### config.mk
export PLATFORM = sky130hd
export DESIGN_NAME = sm_res2cmd
export DESIGN_NICKNAME = d
export VERILOG_FILES = /design/src/rtl/sm_pkg.sv /design/src/rtl/sm_ptr_fifo.sv /design/src/rtl/sm_res2cmd.sv
export SDC_FILE = /design/constraint.sdc
export NUM_CORES = 1
export LEC_CHECK = 0
export CORE_MARGIN = 5
export CORE_UTILIZATION = 51
export DETAILED_ROUTE_END_ITERATION = 7
export HOLD_SLACK_MARGIN = 0.12
export PLACE_DENSITY = 0.75
export RECOVER_POWER = 50
export SLEW_MARGIN = 5
export SYNTH_ARGS = -nofsm -noshare
export SYNTH_HDL_FRONTEND = slang
export SYNTH_SLANG_ARGS = --single-unit
### constraint.sdc
create_clock -name clk_i -period 2.9 [get_ports clk_i]
set_clock_uncertainty 0.15 [all_clocks]
set_input_delay 0.435 -clock clk_i [delete_from_list [all_inputs] [get_ports clk_i]]
set_output_delay 0.435 -clock clk_i [all_outputs]
set_load 0.01 [all_outputs]
### src/rtl/sm_pkg.sv
// sm -- shared types for the sm_res -> sm_cmd pointer bridge.
// Holds the default pointer width, the packed result/command layouts
// and a saturating 16-bit increment used by the optional counters.
package sm;

    localparam int PTR_W_DEFAULT = 8;

    typedef struct packed {
        logic                     ok;
        logic [PTR_W_DEFAULT-1:0] ptr;
    } sm_res_t;

    typedef struct packed {
        logic                     free_after_read;
        logic [PTR_W_DEFAULT-1:0] ptr;
    } sm_cmd_t;

    function automatic logic [15:0] sat_inc16(input logic [15:0] val);
        return (val == 16'hFFFF) ? val : val + 16'd1;
    endfunction

endpackage

### src/rtl/sm_ptr_fifo.sv
// sm_ptr_fifo -- pointer queue for sm_res2cmd.
// Power-of-two depth, read/write pointers carry one extra MSB so full and
// empty are told apart without a separate counter. Storage is not reset.
module sm_ptr_fifo
    import sm::*;
#(
    parameter int W     = PTR_W_DEFAULT + 1,
    parameter int DEPTH = 8
) (
    input  logic                     clk_i,
    input  logic                     rst_n_i,
    input  logic                     push_i,
    input  logic [W-1:0]             data_i,
    input  logic                     pop_i,
    input  logic                     flush_i,
    output logic [W-1:0]             data_o,
    output logic                     full_o,
    output logic                     empty_o,
    output logic [$clog2(DEPTH):0]   level_o
);

    localparam int AW = $clog2(DEPTH);

    logic [W-1:0] mem [DEPTH];
    logic [AW:0]  wr_ptr;
    logic [AW:0]  rd_ptr;
    logic         do_push;
    logic         do_pop;

    assign do_push = push_i && !full_o;
    assign do_pop  = pop_i && !empty_o;

    assign empty_o = (wr_ptr == rd_ptr);
    assign full_o  = (wr_ptr[AW] != rd_ptr[AW]) && (wr_ptr[AW-1:0] == rd_ptr[AW-1:0]);
    assign level_o = wr_ptr - rd_ptr;
    assign data_o  = mem[rd_ptr[AW-1:0]];

    // Storage write; a flushed push may land here but is never exposed.
    always_ff @(posedge clk_i) begin
        if (do_push) begin
            mem[wr_ptr[AW-1:0]] <= data_i;
        end
    end

    // Pointer update: flush wins over any same-cycle push or pop.
    always_ff @(posedge clk_i or negedge rst_n_i) begin
        if (!rst_n_i) begin
            wr_ptr <= '0;
            rd_ptr <= '0;
        end else if (flush_i) begin
            wr_ptr <= '0;
            rd_ptr <= '0;
        end else begin
            if (do_push) wr_ptr <= wr_ptr + 1'b1;
            if (do_pop)  rd_ptr <= rd_ptr + 1'b1;
        end
    end

endmodule

### src/rtl/sm_res2cmd.sv
// sm_res2cmd -- turns write-side results into read-side commands.
// Results with ok=1 queue {free_i, ptr}; ok=0 results are swallowed.
// Optional feature macro: SM_RES2CMD_CNT_EN adds saturating forward/drop
// counters (cnt_fwd_o, cnt_drop_o).
module sm_res2cmd
    import sm::*;
#(
    parameter int PTR_W      = PTR_W_DEFAULT,
    parameter int FIFO_DEPTH = 8
) (
    input  logic                          clk_i,
    input  logic                          rst_n_i,
    input  logic                          sm_res_valid_i,
    input  logic [PTR_W:0]                sm_res_data_i,
    output logic                          sm_res_ready_o,
    output logic                          sm_cmd_valid_o,
    output logic [PTR_W:0]                sm_cmd_data_o,
    input  logic                          sm_cmd_ready_i,
    input  logic                          free_i,
    input  logic                          flush_i,
`ifdef SM_RES2CMD_CNT_EN
    output logic [15:0]                   cnt_fwd_o,
    output logic [15:0]                   cnt_drop_o,
`endif
    output logic [$clog2(FIFO_DEPTH):0]   level_o
);

    logic             full;
    logic             empty;
    logic             res_fire;
    logic             res_ok;
    logic             push;
    logic             pop;
    logic [PTR_W:0]   push_data;

    assign res_ok         = sm_res_data_i[PTR_W];
    assign sm_res_ready_o = !full && !flush_i;
    assign res_fire       = sm_res_valid_i && sm_res_ready_o;
    assign push           = res_fire && res_ok;
    assign push_data      = {free_i, sm_res_data_i[PTR_W-1:0]};
    assign sm_cmd_valid_o = !empty;
    assign pop            = sm_cmd_valid_o && sm_cmd_ready_i;

    sm_ptr_fifo #(
        .W     (PTR_W + 1),
        .DEPTH (FIFO_DEPTH)
    ) u_fifo (
        .clk_i   (clk_i),
        .rst_n_i (rst_n_i),
        .push_i  (push),
        .data_i  (push_data),
        .pop_i   (pop),
        .flush_i (flush_i),
        .data_o  (sm_cmd_data_o),
        .full_o  (full),
        .empty_o (empty),
        .level_o (level_o)
    );

`ifdef SM_RES2CMD_CNT_EN
    // Count forwarded pointers; flush does not clear the count.
    always_ff @(posedge clk_i or negedge rst_n_i) begin
        if (!rst_n_i)  cnt_fwd_o <= '0;
        else if (push) cnt_fwd_o <= sat_inc16(cnt_fwd_o);
    end

    // Count accepted ok=0 results that were discarded.
    always_ff @(posedge clk_i or negedge rst_n_i) begin
        if (!rst_n_i)                 cnt_drop_o <= '0;
        else if (res_fire && !res_ok) cnt_drop_o <= sat_inc16(cnt_drop_o);
    end
`endif

endmodule

==> results.tsv <==
metric	value	unit
area of the multi-input gates	931	sq um
Fin. Hold Viols	0	
drt drc	0	
worst setup margin	116	ps
worst-margin pin slew	415	ps
htree depth	3	
RePlAce Congestion	0.807	
WS Path Type	register to output port	
worst endpoint data arrival time	2200	ps
post-route ant nets	0	
ANT cells	0	
synth unique cells	30	
VDD IR max	0.422	mV
Final Cell Area	0.00407	sq mm
Worst Setup End Kind	output port	
fin crit share	96.0	%
drt initial violations	123	
Final #Nets	269	
io pins	30	
r2r setup slk	620	ps
Seq. cell area	0.00236	sq mm
drt total wl	6100	microns
GRT Overall Usage	15.9	%
fillers	478	
YS warnings	0	
Clock Tree Buf Depth	2	
status	complete, no violations	
Synth Register Bits	80	
Port Buf Inserts	29	
DIE HEIGHT	90.9	microns
final slew viol count	0	
Rows	29	
commonest non-fill, non-tap cells in the layout	72 x edfxtp_1, 34 x nand2_1, 19 x clkdlybuf4s50_1, 18 x mux4_2, 18 x buf_4	
Net Count, Synth	216	
root buffer cell	clkbuf_8	
Max Fclk	359	MHz
Period minus WS final	2780	ps
largest net degree at the start of global routing	17	
average cell area after synthesis	17.1	sq um
hold slack	294	ps
Worst-path clk slew	70	ps
Gate Count Post-Synth	195	
starting density of the core	52.5	%
Synth Cell Area	0.00333	sq mm
startpoint types	register	
DP Worst Slack	386	ps
Sink Count	80	
initial antenna violation count	0	
WP data required	2320	ps
wire per inst	18.5	microns
unrepaired setup endpoints after global routing	no	
Placement Cell Area	0.00386	sq mm
full die area	0.00826	sq mm
Core ar.	0.00635	sq mm
layout cells sized above 1	24.9	%
via count	1811	
power per cell area	599	mW/mm^2
total global routing overflow	0	
TritonCTS buffer count	9	
P_leak	0.00143	uW
Die W	90.9	microns
Hold Crit Class	input port to async pin	
dpl hpwl	4060	microns
vias in the first global route	1879	
drt first pass iters	4	
first-pass GRT wire length	9750	microns
CTS tree	done	
setup violators final	0	
sequential-to-total area share from yosys stat	70.8	%
Area growth syn-to-layout	22.1	%
largest area contributor in the netlist	edfxtp_1	
Rel. slew slack	72.2	%
clock insertion delay at the later pin of the skew report	340	ps
Max Cap Viol	0	
Max FO, Critical Path	8	
largest cells by area after synthesis	edfxtp_1 65%, mux4_2 12%, dfrtp_1 6.0%	
Synth top area share	64.8	%
Power Total	2440	uW
commonest non-fill, non-tap cell in the layout	edfxtp_1	
Via density	5.49	
-- cell type report --
class / instances / share of cell area, %
sequential: 80 / 58.1
multi-input combinational: 98 / 22.9
timing repair buffer: 49 / 11.1
clock buffer: 10 / 3.14
tap: 77 / 2.37
clock inverter: 6 / 1.48
inverter: 10 / 0.922
-- worst max-delay path, cell delays in order, from the launching register on --
cell	delay, ps
dfrtp_2	480
ha_1	340
a21o_1	190
a21oi_1	170
xnor2_1	130
clkdlybuf4s50_1	550
-- synth_stat cells (all sizes together) --
library cell	count
mux2i	3
o21ai	2
nor4	3
nor2	7
fa	1
nand2	34
ha	5
nand4	2
dfrtp	8
buf	3
edfxtp	72
o211ai	2
and3	1
a21o	1
mux2	1
mux4	18
xnor2	5
inv	10
nor3	3
xor2	2
nand3	4
clkbuf	4
nor4b	1
a21oi	3
-- power by group --
part	total [uW]	switching, uW	internal (uW)	leakage, uW
Combinational	403	179	224	0.000581
Clock	755	362	393	0.0000953
Sequential	1280	10.9	1270	0.000756
-- sequential cells by signal, summed over array words and instances, names as in the netlist --
name and flops:
u_fifo.rd_ptr 4, u_fifo.mem 72, u_fifo.wr_ptr 4
-- stage by stage --
step | utilization [%] | setup TNS (ps) | cells
2_1_floorplan | - | -2620 | 195
3_3_place_gp | 60.7 | 0 | 311
3_5_place_dp | 60.7 | 0 | 311
4_1_cts | 63.7 | 0 | 327
5_1_grt | 64.1 | 0 | 330
6_report | 64.1 | 0 | 330
-- final timing paths --
check | start | end | cells past startpoint
max in group asynchronous | rst_n_i | u_fifo.wr_ptr[0]$_DFFE_PN0P_ | 1
max | u_fifo.wr_ptr[1]$_DFFE_PN0P_ | level_o[3] | 5
min | rst_n_i | u_fifo.rd_ptr[3]$_DFFE_PN0P_ | 1
min in group clk_i | u_fifo.wr_ptr[0]$_DFFE_PN0P_ | u_fifo.wr_ptr[0]$_DFFE_PN0P_ | 1
max reg2reg | u_fifo.wr_ptr[2]$_DFFE_PN0P_ | u_fifo.mem[1][8]$_DFFE_PP_ | 6
min reg2reg | u_fifo.wr_ptr[0]$_DFFE_PN0P_ | u_fifo.wr_ptr[0]$_DFFE_PN0P_ | 1
-- logic make-up (layout without fill, tap and decap cells) --
kind of cell               after synthesis  in the layout  share of synthesized area [%]
and+or+nand+nor                         55             55                           7.20
AOI/OAI and AO/OA                        8              8                           1.91
DFF                                     80             80                           70.8
buffers and inverters                   17             75                           1.99
xor gates and xnor gates                 7              7                           2.06
adders and majority gates                6              6                           2.48
muxes                                   22             22                           13.5
-- repair_timing --
item,4_1_cts,5_1_grt
setup endpoints to repair,0,4
gates resized for setup,0,3
buffers inserted,0,3
hold buffers,0,0
-- metal layers --
layer	GRT usage [%]	share of wire [%]	vias to the layer above	wire length, microns
met5	0	0	-	0
met4	5.50	1.2	0	76
met3	4.92	5.0	8	302
met2	26.6	53	43	3230
met1	19.4	41	911	2490
li1	-	-	849	-
Note: power is estimated with default switching activity, not from simulation.
